$ cat config.mk
export PLATFORM = sky130hd
export DESIGN_NAME = snoop_mem_responder
export DESIGN_NICKNAME = d
export VERILOG_FILES = /design/src/rtl/snoop_mem_responder.sv
export SDC_FILE = /design/constraint.sdc
export NUM_CORES = 1
export LEC_CHECK = 0
export ABC_CLOCK_PERIOD_IN_PS = 4200
export CAP_MARGIN = 25
export CORE_MARGIN = 5
export CORE_UTILIZATION = 45
export DETAILED_ROUTE_END_ITERATION = 16
export GPL_ROUTABILITY_DRIVEN = 0
export GPL_TIMING_DRIVEN = 1
export PLACE_DENSITY = 0.65
export SYNTH_ARGS = -nofsm -noshare
export SYNTH_HDL_FRONTEND = slang
export SYNTH_SLANG_ARGS = --single-unit
$ cat constraint.sdc
create_clock -name clock -period 4.2 [get_ports clock]
set_input_delay 1.05 -clock clock [delete_from_list [all_inputs] [get_ports clock]]
set_output_delay 1.05 -clock clock [all_outputs]
set_load 0.005 [all_outputs]
$ cat src/rtl/snoop_mem_responder.sv
// Shared-memory responder on the MESI snooping bus: supplies blocks on misses and absorbs write-backs.
// Optional statistics counters are enabled by defining SNOOP_MEM_STATS_EN.
module snoop_mem_responder #(
  parameter int unsigned ADDR_W      = 3,
  parameter int unsigned DATA_W      = 3,
  parameter int unsigned SNOOP_WAIT  = 2,
  parameter int unsigned HOLD_CYCLES = 2,
  localparam int unsigned BUS_W      = 4 + ADDR_W + DATA_W
) (
  input  logic              clock,
  input  logic              clear,
  input  logic              habilita,
  input  logic [BUS_W-1:0]  bus_in,
  input  logic              shared_in,
  output logic [BUS_W-1:0]  bus_out,
  output logic              busy,
  output logic [DATA_W-1:0] out
`ifdef SNOOP_MEM_STATS_EN
  ,
  output logic [7:0]        rd_served,
  output logic [7:0]        cache_fwd,
  output logic [7:0]        wb_count
`endif
);

  localparam int unsigned Depth     = 1 << ADDR_W;
  localparam logic [1:0]  SnoopLoad = 2'(SNOOP_WAIT - 1);
  localparam logic [1:0]  HoldLoad  = 2'(HOLD_CYCLES - 1);

  typedef enum logic [2:0] {StIdle, StSnoop, StDecide, StDrive, StDone} state_e;

  state_e              r_state, w_state_nxt;
  logic [ADDR_W-1:0]   r_addr, w_addr_nxt;
  logic [1:0]          r_cnt, w_cnt_nxt;
  logic [BUS_W-1:0]    r_bus_out, w_bus_out_nxt;
  logic                r_busy, w_busy_nxt;
  logic [DATA_W-1:0]   r_out, w_out_nxt;
  logic [DATA_W-1:0]   r_mem [Depth];

  logic [1:0]          w_op, w_msg;
  logic [ADDR_W-1:0]   w_bus_addr;
  logic [DATA_W-1:0]   w_bus_data, w_rd_data;
  logic                w_req, w_wb, w_cnt_zero, w_fwd;

  assign w_op       = bus_in[BUS_W-1 -: 2];
  assign w_msg      = bus_in[BUS_W-3 -: 2];
  assign w_bus_addr = bus_in[DATA_W +: ADDR_W];
  assign w_bus_data = bus_in[DATA_W-1:0];
  assign w_req      = (w_op == 2'b01 || w_op == 2'b10) && (w_msg == 2'b00);
  assign w_wb       = (w_msg == 2'b10);
  assign w_cnt_zero = (r_cnt == 2'd0);
  // A write-back to the block being answered this cycle must win over the stale word.
  assign w_fwd      = w_wb && (w_bus_addr == r_addr);
  assign w_rd_data  = w_fwd ? w_bus_data : r_mem[r_addr];

  always_ff @(posedge clock) begin
    if (!clear) begin
      r_state <= StIdle;
    end else if (habilita) begin
      r_state <= w_state_nxt;
    end
  end

  always_comb begin
    w_state_nxt = r_state;
    case (r_state)
      StIdle:   if (w_req) w_state_nxt = StSnoop;
      StSnoop:  if (w_cnt_zero) w_state_nxt = StDecide;
      StDecide: w_state_nxt = shared_in ? StDone : StDrive;
      StDrive:  if (w_cnt_zero) w_state_nxt = StDone;
      StDone:   w_state_nxt = StIdle;
      default:  w_state_nxt = StIdle;
    endcase
  end

  always_comb begin
    w_addr_nxt    = r_addr;
    w_cnt_nxt     = r_cnt;
    w_bus_out_nxt = r_bus_out;
    w_busy_nxt    = r_busy;
    w_out_nxt     = r_out;
    case (r_state)
      StIdle: begin
        if (w_req) begin
          w_addr_nxt = w_bus_addr;
          w_busy_nxt = 1'b1;
          w_cnt_nxt  = SnoopLoad;
        end
      end
      StSnoop: begin
        if (!w_cnt_zero) w_cnt_nxt = r_cnt - 2'd1;
      end
      StDecide: begin
        if (!shared_in) begin
          w_bus_out_nxt = {2'b00, 2'b01, r_addr, w_rd_data};
          w_out_nxt     = w_rd_data;
          w_cnt_nxt     = HoldLoad;
        end
      end
      StDrive: begin
        if (w_cnt_zero) w_bus_out_nxt = '0;
        else            w_cnt_nxt     = r_cnt - 2'd1;
      end
      StDone: begin
        w_busy_nxt = 1'b0;
      end
      default: ;
    endcase
    if (w_wb) w_out_nxt = w_bus_data;
  end

  always_ff @(posedge clock) begin
    if (!clear) begin
      r_addr    <= '0;
      r_cnt     <= '0;
      r_bus_out <= '0;
      r_busy    <= 1'b0;
      r_out     <= '0;
      for (int i = 0; i < Depth; i++) r_mem[i] <= DATA_W'(i);
    end else if (habilita) begin
      r_addr    <= w_addr_nxt;
      r_cnt     <= w_cnt_nxt;
      r_bus_out <= w_bus_out_nxt;
      r_busy    <= w_busy_nxt;
      r_out     <= w_out_nxt;
      if (w_wb) r_mem[w_bus_addr] <= w_bus_data;
    end
  end

  assign bus_out = r_bus_out;
  assign busy    = r_busy;
  assign out     = r_out;

`ifdef SNOOP_MEM_STATS_EN
  logic [7:0] r_rd_served, r_cache_fwd, r_wb_count;
  logic       w_decide;

  assign w_decide = (r_state == StDecide);

  always_ff @(posedge clock) begin
    if (!clear) begin
      r_rd_served <= '0;
      r_cache_fwd <= '0;
      r_wb_count  <= '0;
    end else if (habilita) begin
      if (w_decide && !shared_in && r_rd_served != 8'hff) r_rd_served <= r_rd_served + 8'd1;
      if (w_decide && shared_in && r_cache_fwd != 8'hff)  r_cache_fwd <= r_cache_fwd + 8'd1;
      if (w_wb && r_wb_count != 8'hff)                    r_wb_count  <= r_wb_count + 8'd1;
    end
  end

  assign rd_served = r_rd_served;
  assign cache_fwd = r_cache_fwd;
  assign wb_count  = r_wb_count;
`endif

endmodule
### After elaboration in Yosys (flattened, before gate mapping)

Memory sizes are Yosys's and may differ from the RTL's. A register that Yosys moved wholly into a read port is not among the register bits.
Cells that the tools add are included.

* logic and storage cells: 68
* memories: 1
* register bits: 22
* latch bits: 0
* bits in writable memories: 24
* memory bits (read-only): 0

* equality and inequality tests: 14
* multipliers: 0
* bitwise gates (word level): 0
* multiplexer cells: 28
* divide/modulo/power cells: 0
* order comparisons: 0
* reduce and logical (&&, ||, !) cells: 18
* shift-type cells: 0
* add/sub/neg operators: 1

Memories
* r_mem: depth 8, bits a word 3, rd ports 1, clocked after memory_dff 1, wr ports 8, RTL line 38 `logic [DATA_W-1:0] r_mem [Depth];`

Operators with widths (count)
* $mux 3: 12
* $mux 10: 2
* $pmux 10 s2: 1
* $pmux 3 s4: 1
* $ne 2x2->1 const B: 5
* $reduce_and 3->1: 3
* $reduce_and 4->1: 2
* $mux 1: 7
* $eq 3x2->1 const B: 2
* $mux 2: 3
* $pmux 2 s3: 1
* $reduce_bool 2->1: 3
* $reduce_and 5->1: 1
* $eq 2x2->1 const B: 2
* $logic_not 2->1: 2
* $eq 3x1->1 const B: 1
* $eq 3x3->1: 1
* $eq 3x3->1 const B: 1
* $logic_not 3->1: 1
* $reduce_bool 3->1: 1
* $reduce_or 3->1: 1
* $eq 2x1->1 const B: 1
* $logic_and 1x1->1: 2
* $ne 2x1->1 const B: 1
* other kinds (4): 4

### Depth between registers and ports, before layout

* word-level depth: 7
* gate-level depth with buffers: 6
* gate-level depth less buffers: 6

### Least setup slack after synthesis

Ideal clock, no wire load.

* kind: input port to flip-flop
* start: input habilita
* end: memory r_mem[1][0] (enable)
* arrival: 2018 ps
* library setup time: 304 ps
* stages on the path: 5
* slack: 1877 ps
* cell sequence: nor2b_1 -> and4_1 -> clkbuf_1 -> nor3b_1 -> nand2b_1

RTL lines
* start, declared: RTL line 12 `input logic habilita,`
* end, declared: RTL line 38

==> qor.csv <==
stage,metric,value,unit
run_status,outcome,finished clean,
power_and_ir_drop,Clk network pwr share,35.3,%
critical_path,Crit. End Element,register,
layout,share of layout cells above drive strength 1,6.61,%
logic_synthesis,Synth area leader,edfxtp_1,
die,Site Rows,25,
critical_path,worst setup path class,input port to register,
route,total detailed-routing wirelength,4780,µm
flow_run,total of max-cap violations,0,
route,# DRC,0,
clock_tree,postcts setup bufs,0,
clock_tree,cts hold-fix bufs,0,
critical_path,R2R depth,4,
global_routing,first-pass GRT wire length,8050,µm
logic_synthesis,synth cell count leaders,"24 x edfxtp_1, 22 x dfxtp_1, 15 x nand2_1, 15 x nor2_1, 11 x and2_1",
die,core area,4820,µm²
logic_synthesis,Main synth FF type,edfxtp_1,
global_routing,largest net degree at the start of global routing,19,
logic_synthesis,Ys Warns,0,
place,Final HPWL DP,3560,µm
critical_path,critical path peak fanout,13,
global_routing,GR peak layer,met2,
clock_tree,clock tree buffer depth,2,
power_and_ir_drop,Int Pwr,0.733,mW
clock_tree,total CTS buffers,5,
global_routing,routing usage on met1,21.7,%
clock_tree,CTS tree,yes,
route,Initial DRC Count,90,
global_routing,global route overflow,0,
route,"antenna viol nets, final",0,
layout,Area Overhead vs Synth,16.5,%
critical_path,crit path cell chain,clkdlybuf4s50_1 -> nor2b_1 -> nand4b_1 -> nor3b_1 -> nand2b_1,
sta,period utilization,70.8,%
die,# IOs,28,
critical_path,Crit-path slowest cell,clkdlybuf4s50_1,
logic_synthesis,synth unique cells,48,
logic_synthesis,Post-synth EDFFs,24,
clock_tree,CTS sink cnt,46,
die,Die Width,81.1,µm
sta,final hold slack,471,ps
critical_path,FF-to-FF End,bus_out[0],
place,Port-buffer cells,24,
sta,Setup TNS Final,0,ps
sta,final setup fails,0,
logic_synthesis,"Seq/Total Area, Yosys",51.0,%
sta,Fin. Hold Viols,0,
clock_tree,# H-tree levels,2,
power_and_ir_drop,P_leak,0.905,nW
power_and_ir_drop,Comb power frac,11.2,%
sta,f_max,0.336,GHz
logic_synthesis,Synth area leaders,"edfxtp_1 32%, dfxtp_1 19%, mux4_1 4.6%",
route,drt via density,5.39,
power_and_ir_drop,P per Cell Area,357,nW/µm²
critical_path,startpoint types,input port,
die,die area,6580,µm²
sta,final worst path period need,2980,ps
global_routing,initial antenna violation count,0,
critical_path,Worst path top cell family by delay,simple AND/OR/NAND/NOR gates,
logic_synthesis,Syn Area/Cell,11.0,µm²
clock_tree,Resized cells post-CTS,0,
critical_path,Crit path arrival time,2980,ps
die,die height,81.1,µm
clock_tree,CTS Root Cell,clkbuf_8,
logic_synthesis,"FFs w/ async S/R, synth",0,%
logic_synthesis,cell with the most instances after synthesis,edfxtp_1,
critical_path,crit path buf inv count,1,
power_and_ir_drop,P_sw,0.214,mW
global_routing,GRT met3 Usage,4.21,%
die,Initial Util,47.2,%
global_routing,total track usage,16.5,%
clock_tree,clock slew seen by the registers of the worst setup and hold paths,90,ps
worst_hold_path,WHS Endpoint,bus_out[0],
sta,Layout Skew,8.72,ps
clock_tree,worst-skew pair later-pin latency,300,ps
route,TritonRoute pass-1 iters,4,
logic_synthesis,synthesized flop and latch total,46,
logic_synthesis,Mapped Cells,207,
layout,post-layout util,55.0,%
power_and_ir_drop,Sw Ratio,22.6,%
power_and_ir_drop,"IR drop worst, VDD",0.218,mV
global_routing,met2 global-route usage,26.2,%
critical_path,flop-to-flop setup slack,2310,ps
logic_synthesis,Synth Cell Area,2270,µm²
route,WL per Instance,16.3,µm
sta,fin. max-slew vios,0,
critical_path,delay of the slowest critical-path stage,730,ps
power_and_ir_drop,share of power burned in registers,53.5,%
layout,ant diodes,0,
worst_hold_path,hold_sp,bus_out[0],
logic_synthesis,area share of the leading cell type in the synthesized netlist,31.7,%
critical_path,Crit path required time,4200,ps
global_routing,vias in the first global route,1585,
layout,Layout Nets,242,
route,DR vias,1586,
worst_hold_path,Hold WC Path Type,register to register,
worst_hold_path,hold depth,2,
sta,RSZ-0062 raised after global routing,no,
-- worst reg2reg max path: cells and delay by family (launching register included) --
kind               cells  cell delay, ps
muxes                  3            1100
AOI/OAI and AO/OA      1              70
DFF                    1             630
-- worst max-delay path by stage --
stage	from	endpoint	depth (start not counted)
2_1_floorplan	habilita	r_mem[1][0]	5
3_3_place_gp	habilita	r_mem[4][0]	5
3_5_place_dp	habilita	r_mem[4][0]	5
4_1_cts	habilita	r_mem[4][2]	5
5_1_grt	habilita	r_mem[2][1]	5
6_report	habilita	r_mem[4][2]	5
-- metal layers --
layer  share of wire (%)  vias up
met5                   0        -
met4                 1.7        0
met3                 4.5        9
met2                  44       35
met1                  49      757
li1                    -      785
-- cell type report --
cell class                      instances  area, µm²
Clock buffer                            6       82.6
Sequential cell                        46       1160
Fill cell                             428       2170
Timing Repair Buffer                   25        248
Tap cell                               67       83.8
Inverter                                8       30.0
Multi-Input combinational cell        141       1010
Clock inverter                          1       30.0
-- layout by cell type (no fill, tap or decap), types with 2 or more instances in the layout --
cell type	instances
o21ai_0	4
o21a_1	3
nor2_1	15
a2bb2oi_1	2
mux2_2	2
nor3b_1	4
mux4_1	4
conb_1	3
a21oi_1	6
clkdlybuf4s50_1	24
nand3b_1	2
nor2b_1	3
nand4_1	5
clkbuf_8	6
nor4_1	2
nand2b_1	10
a22oi_1	3
or2_1	3
o21ai_1	2
nor3_1	4
xnor2_1	3
edfxtp_1	24
and2_1	11
nand2_1	15
nand3_1	5
inv_1	8
mux2i_1	9
a211oi_1	4
dfxtp_1	22
-- registers in the layout, summed over array words and instances, names as in the netlist, named ones only --
name and flops:
r_state 3, r_cnt 2, r_addr 3, r_mem 24, out 3, bus_out 7
busy 1
-- cells by family after synthesis --
kind of cell	count (synthesis)	share of synthesized area, %
AO/OA/AOI/OAI	31	9.63
flip-flops	46	51.0
buffers and inverters	22	4.68
AND/OR/NAND/NOR	86	21.8
adder cells (fa/ha/maj)	1	0.550
other	1	0.165
XOR/XNOR	4	1.54
multiplexers	16	10.6
-- metrics by stage --
| step | setup WS, ps | instances | cell area, µm² | total power, mW |
|---|---|---|---|---|
| 4_1_cts | 1260 | 294 | 2650 | 0.954 |
| 2_1_floorplan | 1880 | 209 | 2280 | 0.583 |
| 3_5_place_dp | 938 | 287 | 2540 | 0.623 |
| 6_report | 1220 | 294 | 2650 | 0.946 |
| 5_1_grt | 1080 | 294 | 2650 | 0.989 |
| 3_3_place_gp | 1020 | 287 | 2540 | 0.623 |
-- power groups by stage --
stage / clock network, mW / logic [mW] / registers (mW)
CTS: 0.341 / 0.107 / 0.506
global placement: 0 / 0.106 / 0.517
global route: 0.361 / 0.119 / 0.509
floorplan: 0 / 0.0736 / 0.509
detailed placement: 0 / 0.107 / 0.517
finish: 0.334 / 0.106 / 0.506
Note: power is estimated with default switching activity, not from simulation.
